[src/rtl/line_engine_pkg.sv]
// Shared types and constants for the burst line engine: FSM states, burst geometry,
// FIFO command encoding and the pixel-valid to byte-mask helper.
package line_engine_pkg;

    typedef enum logic [2:0] {
        ST_IDLE,
        ST_SETUP,
        ST_STEP,
        ST_FLUSH0,
        ST_FLUSH1
    } le_state_t;

    localparam int PIX_PER_BLK = 8;
    localparam int BEATS_PER_BURST = 2;
    localparam logic [15:0] MASK_ALL_OFF = 16'hFFFF;
    localparam logic [2:0] AF_CMD_WRITE = 3'b000;

    // Bit i of pix_valid is pixel i of the beat; pixel 0 owns the top nibble.
    function automatic logic [15:0] expand_mask(input logic [3:0] pix_valid);
        logic [15:0] m;
        m = MASK_ALL_OFF;
        for (int i = 0; i < 4; i++) begin
            if (pix_valid[i]) begin
                m[15-4*i -: 4] = 4'h0;
            end
        end
        return m;
    endfunction

endpackage

[src/rtl/line_stepper.sv]
// Bresenham walker: endpoints are captured on load, normalised during setup
// (steep swap, left-to-right order), then one pixel per cycle while advance is high.
module line_stepper #(
    parameter int X_W = 10,
    parameter int Y_W = 10,
    parameter int W   = 12
) (
    input  logic           clk,
    input  logic           rst,
    input  logic           load,
    input  logic           setup,
    input  logic           advance,
    input  logic [X_W-1:0] x0,
    input  logic [Y_W-1:0] y0,
    input  logic [X_W-1:0] x1,
    input  logic [Y_W-1:0] y1,
    output logic [X_W-1:0] x,
    output logic [Y_W-1:0] y,
    output logic           last
);

    localparam logic signed [W-1:0] ONE = W'(1);

    // Between load and setup, a/b/a_end/b_end hold the raw x0/y0/x1/y1.
    logic signed [W-1:0] a, b, a_end, b_end, dx, dy, err;
    logic                steep, ydown;

    logic signed [W-1:0] adx, ady, ux0, uy0, ux1, uy1, sx0, sy0, sx1, sy1, sdx, sdy, err_nx;
    logic                steep_nx, flip;

    assign adx      = (a_end >= a) ? a_end - a : a - a_end;
    assign ady      = (b_end >= b) ? b_end - b : b - b_end;
    assign steep_nx = ady > adx;
    assign ux0      = steep_nx ? b : a;
    assign uy0      = steep_nx ? a : b;
    assign ux1      = steep_nx ? b_end : a_end;
    assign uy1      = steep_nx ? a_end : b_end;
    assign flip     = ux0 > ux1;
    assign sx0      = flip ? ux1 : ux0;
    assign sy0      = flip ? uy1 : uy0;
    assign sx1      = flip ? ux0 : ux1;
    assign sy1      = flip ? uy0 : uy1;
    assign sdx      = sx1 - sx0;
    assign sdy      = (sy1 >= sy0) ? sy1 - sy0 : sy0 - sy1;
    assign err_nx   = err - dy;

    always_ff @(posedge clk) begin
        if (rst) begin
            a     <= '0;
            b     <= '0;
            a_end <= '0;
            b_end <= '0;
            dx    <= '0;
            dy    <= '0;
            err   <= '0;
            steep <= 1'b0;
            ydown <= 1'b0;
        end else if (load) begin
            a     <= W'(x0);
            b     <= W'(y0);
            a_end <= W'(x1);
            b_end <= W'(y1);
        end else if (setup) begin
            a     <= sx0;
            b     <= sy0;
            a_end <= sx1;
            dx    <= sdx;
            dy    <= sdy;
            err   <= sdx >>> 1;
            steep <= steep_nx;
            ydown <= sy1 < sy0;
        end else if (advance) begin
            a <= a + ONE;
            if (err_nx[W-1]) begin
                b   <= ydown ? b - ONE : b + ONE;
                err <= err_nx + dx;
            end else begin
                err <= err_nx;
            end
        end
    end

    assign x    = steep ? b[X_W-1:0] : a[X_W-1:0];
    assign y    = steep ? a[Y_W-1:0] : b[Y_W-1:0];
    assign last = (a == a_end);

endmodule

[src/rtl/burst_line_engine.sv]
// Line rasteriser that coalesces pixels of one 8-pixel block into a two-beat DDR burst.
// Optional clipping to H_RES x V_RES is enabled by defining BURST_LINE_CLIP_EN.
module burst_line_engine
    import line_engine_pkg::*;
#(
    parameter int X_W       = 10,
    parameter int Y_W       = 10,
    parameter int ROW_SHIFT = 9,
    parameter int H_RES     = 800,
    parameter int V_RES     = 600
) (
    input  logic               clk,
    input  logic               rst,
    output logic               LE_ready,
    input  logic [31:0]        LE_color,
    input  logic               LE_color_valid,
    input  logic [X_W+Y_W-1:0] LE_point,
    input  logic               LE_point0_valid,
    input  logic               LE_point1_valid,
    input  logic               LE_trigger,
    input  logic [31:0]        LE_frame_base,
    input  logic               af_full,
    input  logic               wdf_full,
    output logic [2:0]         af_cmd_din,
    output logic [30:0]        af_addr_din,
    output logic               af_wr_en,
    output logic [127:0]       wdf_din,
    output logic [15:0]        wdf_mask_din,
    output logic               wdf_wr_en
);

    localparam int W = ((X_W > Y_W) ? X_W : Y_W) + 2;

`ifdef BURST_LINE_CLIP_EN
    localparam bit CLIP_ON = 1'b1;
`else
    localparam bit CLIP_ON = 1'b0;
`endif

    le_state_t state, state_nx;

    logic [31:0]          color_r, line_color;
    logic [X_W+Y_W-1:0]   p0_r, p1_r;
    logic                 blk_valid, last_blk;
    logic [Y_W-1:0]       blk_y;
    logic [X_W-4:0]       blk_xhi;
    logic [PIX_PER_BLK-1:0] blk_pix;

    logic [X_W-1:0] cur_x;
    logic [Y_W-1:0] cur_y;
    logic           last, advance, take_pix, pix_ok, key_match, load;
    logic [30:0]    blk_addr;

    assign load = (state == ST_IDLE) && LE_trigger;

    line_stepper #(.X_W(X_W), .Y_W(Y_W), .W(W)) u_stepper (
        .clk     (clk),
        .rst     (rst),
        .load    (load),
        .setup   (state == ST_SETUP),
        .advance (advance),
        .x0      (p0_r[X_W+Y_W-1:Y_W]),
        .y0      (p0_r[Y_W-1:0]),
        .x1      (p1_r[X_W+Y_W-1:Y_W]),
        .y1      (p1_r[Y_W-1:0]),
        .x       (cur_x),
        .y       (cur_y),
        .last    (last)
    );

    assign pix_ok    = !CLIP_ON || ((32'(cur_x) < H_RES) && (32'(cur_y) < V_RES));
    assign key_match = (cur_y == blk_y) && (cur_x[X_W-1:3] == blk_xhi);

    always_ff @(posedge clk) begin
        if (rst) begin
            state <= ST_IDLE;
        end else begin
            state <= state_nx;
        end
    end

    // A pixel from a different block waits in STEP (no advance) until the pending block drains.
    always_comb begin
        state_nx = state;
        advance  = 1'b0;
        take_pix = 1'b0;
        case (state)
            ST_IDLE:   if (LE_trigger) state_nx = ST_SETUP;
            ST_SETUP:  state_nx = ST_STEP;
            ST_STEP: begin
                if (blk_valid && !key_match) begin
                    state_nx = ST_FLUSH0;
                end else begin
                    take_pix = 1'b1;
                    advance  = !last;
                    if (last) state_nx = (blk_valid || pix_ok) ? ST_FLUSH0 : ST_IDLE;
                end
            end
            ST_FLUSH0: if (!af_full && !wdf_full) state_nx = ST_FLUSH1;
            ST_FLUSH1: if (!wdf_full) state_nx = last_blk ? ST_IDLE : ST_STEP;
            default:   state_nx = ST_IDLE;
        endcase
    end

    // Colour is snapshotted at trigger so a same-cycle colour write only affects the next line.
    always_ff @(posedge clk) begin
        if (rst) begin
            color_r    <= '0;
            line_color <= '0;
            p0_r       <= '0;
            p1_r       <= '0;
            blk_valid  <= 1'b0;
            last_blk   <= 1'b0;
            blk_y      <= '0;
            blk_xhi    <= '0;
            blk_pix    <= '0;
        end else begin
            if (state == ST_IDLE) begin
                if (LE_color_valid)  color_r <= LE_color;
                if (LE_point0_valid) p0_r    <= LE_point;
                if (LE_point1_valid) p1_r    <= LE_point;
                if (LE_trigger) begin
                    line_color <= color_r;
                    last_blk   <= 1'b0;
                    blk_valid  <= 1'b0;
                    blk_pix    <= '0;
                end
            end
            if (take_pix && pix_ok) begin
                blk_valid        <= 1'b1;
                blk_y            <= cur_y;
                blk_xhi          <= cur_x[X_W-1:3];
                blk_pix[cur_x[2:0]] <= 1'b1;
            end
            if (take_pix && last) last_blk <= 1'b1;
            if ((state == ST_FLUSH1) && !wdf_full) begin
                blk_valid <= 1'b0;
                blk_pix   <= '0;
            end
        end
    end

    assign blk_addr = 31'(LE_frame_base >> 3) + (31'(blk_y) << ROW_SHIFT) + 31'({blk_xhi, 2'b00});

    assign LE_ready     = (state == ST_IDLE);
    assign af_cmd_din   = AF_CMD_WRITE;
    assign af_wr_en     = (state == ST_FLUSH0) && !af_full && !wdf_full;
    assign wdf_wr_en    = af_wr_en || ((state == ST_FLUSH1) && !wdf_full);
    assign af_addr_din  = (state == ST_FLUSH0) ? blk_addr : '0;
    assign wdf_din      = ((state == ST_FLUSH0) || (state == ST_FLUSH1)) ? {4{line_color}} : '0;
    assign wdf_mask_din = (state == ST_FLUSH0) ? expand_mask(blk_pix[3:0]) :
                          (state == ST_FLUSH1) ? expand_mask(blk_pix[7:4]) : MASK_ALL_OFF;

endmodule

[config.mk]
export PLATFORM = sky130hd
export DESIGN_NAME = burst_line_engine
export DESIGN_NICKNAME = d
export VERILOG_FILES = /design/src/rtl/line_engine_pkg.sv /design/src/rtl/line_stepper.sv /design/src/rtl/burst_line_engine.sv
export SDC_FILE = /design/constraint.sdc
export NUM_CORES = 1
export LEC_CHECK = 0
export ABC_CLOCK_PERIOD_IN_PS = 36000
export CAP_MARGIN = 25
export CORE_AREA = 2 2 220 222
export CTS_CLUSTER_DIAMETER = 150
export DETAILED_ROUTE_END_ITERATION = 6
export DIE_AREA = 0 0 222 224
export GPL_TIMING_DRIVEN = 1
export RECOVER_POWER = 50
export SYNTH_ARGS = -nofsm -noshare
export SYNTH_HDL_FRONTEND = slang
export SYNTH_HIERARCHICAL = 1
export SYNTH_SLANG_ARGS = --single-unit
export TNS_END_PERCENT = 30
[constraint.sdc]
create_clock -name clk -period 36 [get_ports clk]
set_clock_uncertainty 0.1 [all_clocks]
set_input_delay 7.2 -clock clk [delete_from_list [all_inputs] [get_ports clk]]
set_output_delay 7.2 -clock clk [all_outputs]
set_load 0.05 [all_outputs]
==> reports/metrics.yaml <==
routing:
  viasPerCell: 5.57
  num_vias: 18000
  first_pass_iters: 6
  drt-total-wl_um: 63000
  drtIter0Drc: 1551
  wire_per_inst_um: 19.5
  route.detailed.drc: 0
  ant_nets: 0
synthesis:
  yosys_register_bits: 218
  netlist_area_um2: 18300
  synth_async_sr_flop_share_pct: 0
  synth_top_cell_by_area: "dfxtp_1"
  syn_avg_cell_area_um2: 7.28
  yosys_warnings: 6
  synthFlopType: "dfxtp_1"
  ys_types: 94
  yosysSeqAreaShare_pct: 23.9
  synth_edf_count: 0
  netlist_instances: 2511
  synthTopCellsByArea: "dfxtp_1 24%, ha_1 9.4%, nand2_1 8.7%, a21oi_1 8.3%, buf_4 4.6%"
  synth_top_area_share_pct: 23.9
global_routing:
  first_global_vias: 16600
  grt.overflow.total: 0
  grtUsageTotal_pct: 24.5
  grt_max_degree: 75
  antenna_found_initial: 0
  grt_pass1_wl_um: 96900
finish:
  final_util_pct: 45.4
  drive_gt1_share_pct: 4.91
  diodes: 0
  syn2layout_area_growth_pct: 17.5
  layout.nets: 2828
  fill_cells: 4801
  layout_commonest_cell: "nand2_1"
  layout_common_cells: "423 x nand2_1, 302 x a21oi_1, 218 x dfxtp_1"
run_status:
  violations: "max-capacitance violations, max-slew violations"
  status: "finished with violations"
critical_path:
  slowest_delay_ns: 0.86
  crit_arrival_ns: 10.79
  crit_path_max_fanout: 4
  worst-setup-path-type: "input port to output port"
  worstPathRequired_ns: 28.70
  slowest_stage: "clkdlybuf4s50_1"
  cp_common_cell: "clkdlybuf4s50_1"
  crit_chain: "clkdlybuf4s50_1 > ha_1 > inv_1 > fa_1 > nand2b_1 > a21oi_1 > o211ai_1 > a311oi_1 > o21ai_0 > mux2i_1 > clkdlybuf4s50_1"
  cp-end-kind: "output port"
  start_kind: "input port"
die:
  die_area_um2: 49700
  io_pins: 273
  die_x_um: 222
  start_util_pct: 38.6
  num_rows: 80
  chipHeight_um: 224
  core_um2: 47300
clock_network:
  cts_tree: "yes"
  postCtsSetupRepairBufs: 0
  clock_latency_ns: 0.58
  cts.path.max_buffers: 3
  cts_hold_buf: 0
  cts_buffers: 27
  ctsResizeCount: 0
  clk_pin_slew_ns: 0.05
  htreeDepth: 1
  cts-root-buf: "clkbuf_16"
  cts_sinks: 218
timing:
  fin_crit_ns: 18.09
  fmax_mhz: 55.3
  finalMaxSlewViolations: 185
  max_slew_margin_pct: -112
  rsz0062_at_grt: "no"
  period_share_pct: 50.2
  fin_tns_setup_ns: 0
  hold_viol_final: 0
  worstMarginPinSlew_ns: 3.18
  setup_viol: 0
  timing.hold.ws_ns: 0.347
placed_design:
  io_buffer_count: 265
  dp_hpwl_um: 47900
  gp_congestion: 0.995
hold_path:
  hold_path_class: "flip-flop to flip-flop"
run:
  max_cap_viol_count: 3
==> per-stage QoR <==
step                      worst slack [ns]  instances  cell area, um^2
after floorplan                      18.81       2514            18300
after global placement               18.01       3174            20600
after detailed placement             18.01       3174            20600
after CTS                            17.98       3222            21500
after global routing                 17.63       3222            21500
final                                17.91       3222            21500
==> cell type report <==
type	instances	area [um^2]	share of cell area (%)
clock inverter	12	146	0.681
sequential	218	4360	20.3
timing repair buffer	290	2830	13.2
multi-input combinational	1916	12100	56.4
clock buffer	36	759	3.54
inverter	135	507	2.36
tap	615	769	3.58
==> synth_stat cells (15+ instances only) <==
| master | n |
|---|---|
| ha_1 | 138 |
| mux2i_1 | 77 |
| nand3_1 | 33 |
| nor2_1 | 179 |
| o21ai_0 | 127 |
| xnor2_1 | 82 |
| nand2b_1 | 15 |
| nand2_1 | 423 |
| clkbuf_1 | 111 |
| dfxtp_1 | 218 |
| o211ai_1 | 24 |
| a211oi_1 | 38 |
| mux2_2 | 29 |
| o21bai_1 | 23 |
| a21o_1 | 42 |
| nor3_1 | 59 |
| nand4_1 | 22 |
| buf_4 | 113 |
| nor2b_1 | 45 |
| xor2_1 | 21 |
| inv_1 | 132 |
| a21oi_1 | 302 |
| a31oi_1 | 18 |
==> kinds of logic after synthesis <==
family	Yosys count	share of synthesized area (%)
other	1	0.0205
xor gates and xnor gates	103	4.93
and+or+nand+nor	832	19.9
adders and majority gates	150	10.6
buffers and inverters	380	10.2
AOI/OAI and AO/OA	719	24.3
muxes	108	6.14
DFF	218	23.9
==> routing by layer <==
metal / wire (um) / share of wire (%) / track usage [%]
met3: 4000 / 6.3 / 3.28
met1: 27500 / 44 / 31.7
met4: 1930 / 3.1 / 7.67
met5: 0 / 0 / 0
met2: 29600 / 47 / 42.2
==> critical path, delay by kind of cell <==
family | cells | cell delay [ns]
AO/OA/AOI/OAI | 4 | 1.21
buffers and inverters | 3 | 1.39
AND/OR/NAND/NOR | 1 | 0.18
adder cells (fa/ha/maj) | 2 | 0.60
multiplexers | 1 | 0.19
==> state kept, by name (all words and copies together) (netlist names) <==
signal           count
color_r             32
line_color          32
p0_r                20
p1_r                20
u_stepper/a         12
u_stepper/a_end     12
u_stepper/b         12
u_stepper/dx        12
u_stepper/dy        12
u_stepper/err       12
blk_y               10
u_stepper/b_end     10
blk_pix              8
blk_xhi              7
state                3
blk_valid            1
last_blk             1
u_stepper/steep      1
u_stepper/ydown      1
==> path summary, 6_finish.rpt <==
| check | end | cells past startpoint | slack (ns) | startpoint |
|---|---|---|---|---|
| hold / removal | line_color[13] | 2 | 0.35 | line_color[13] |
| setup / recovery | af_addr_din[24] | 11 | 17.91 | LE_frame_base[5] |
| setup reg to reg | u_stepper/dy[11] | 45 | 21.38 | u_stepper/a[8] |
| hold reg to reg | line_color[13] | 2 | 0.35 | line_color[13] |
Power is not shown: default switching activity piles up to over one toggle a cycle in this logic, so the estimate is an artifact.
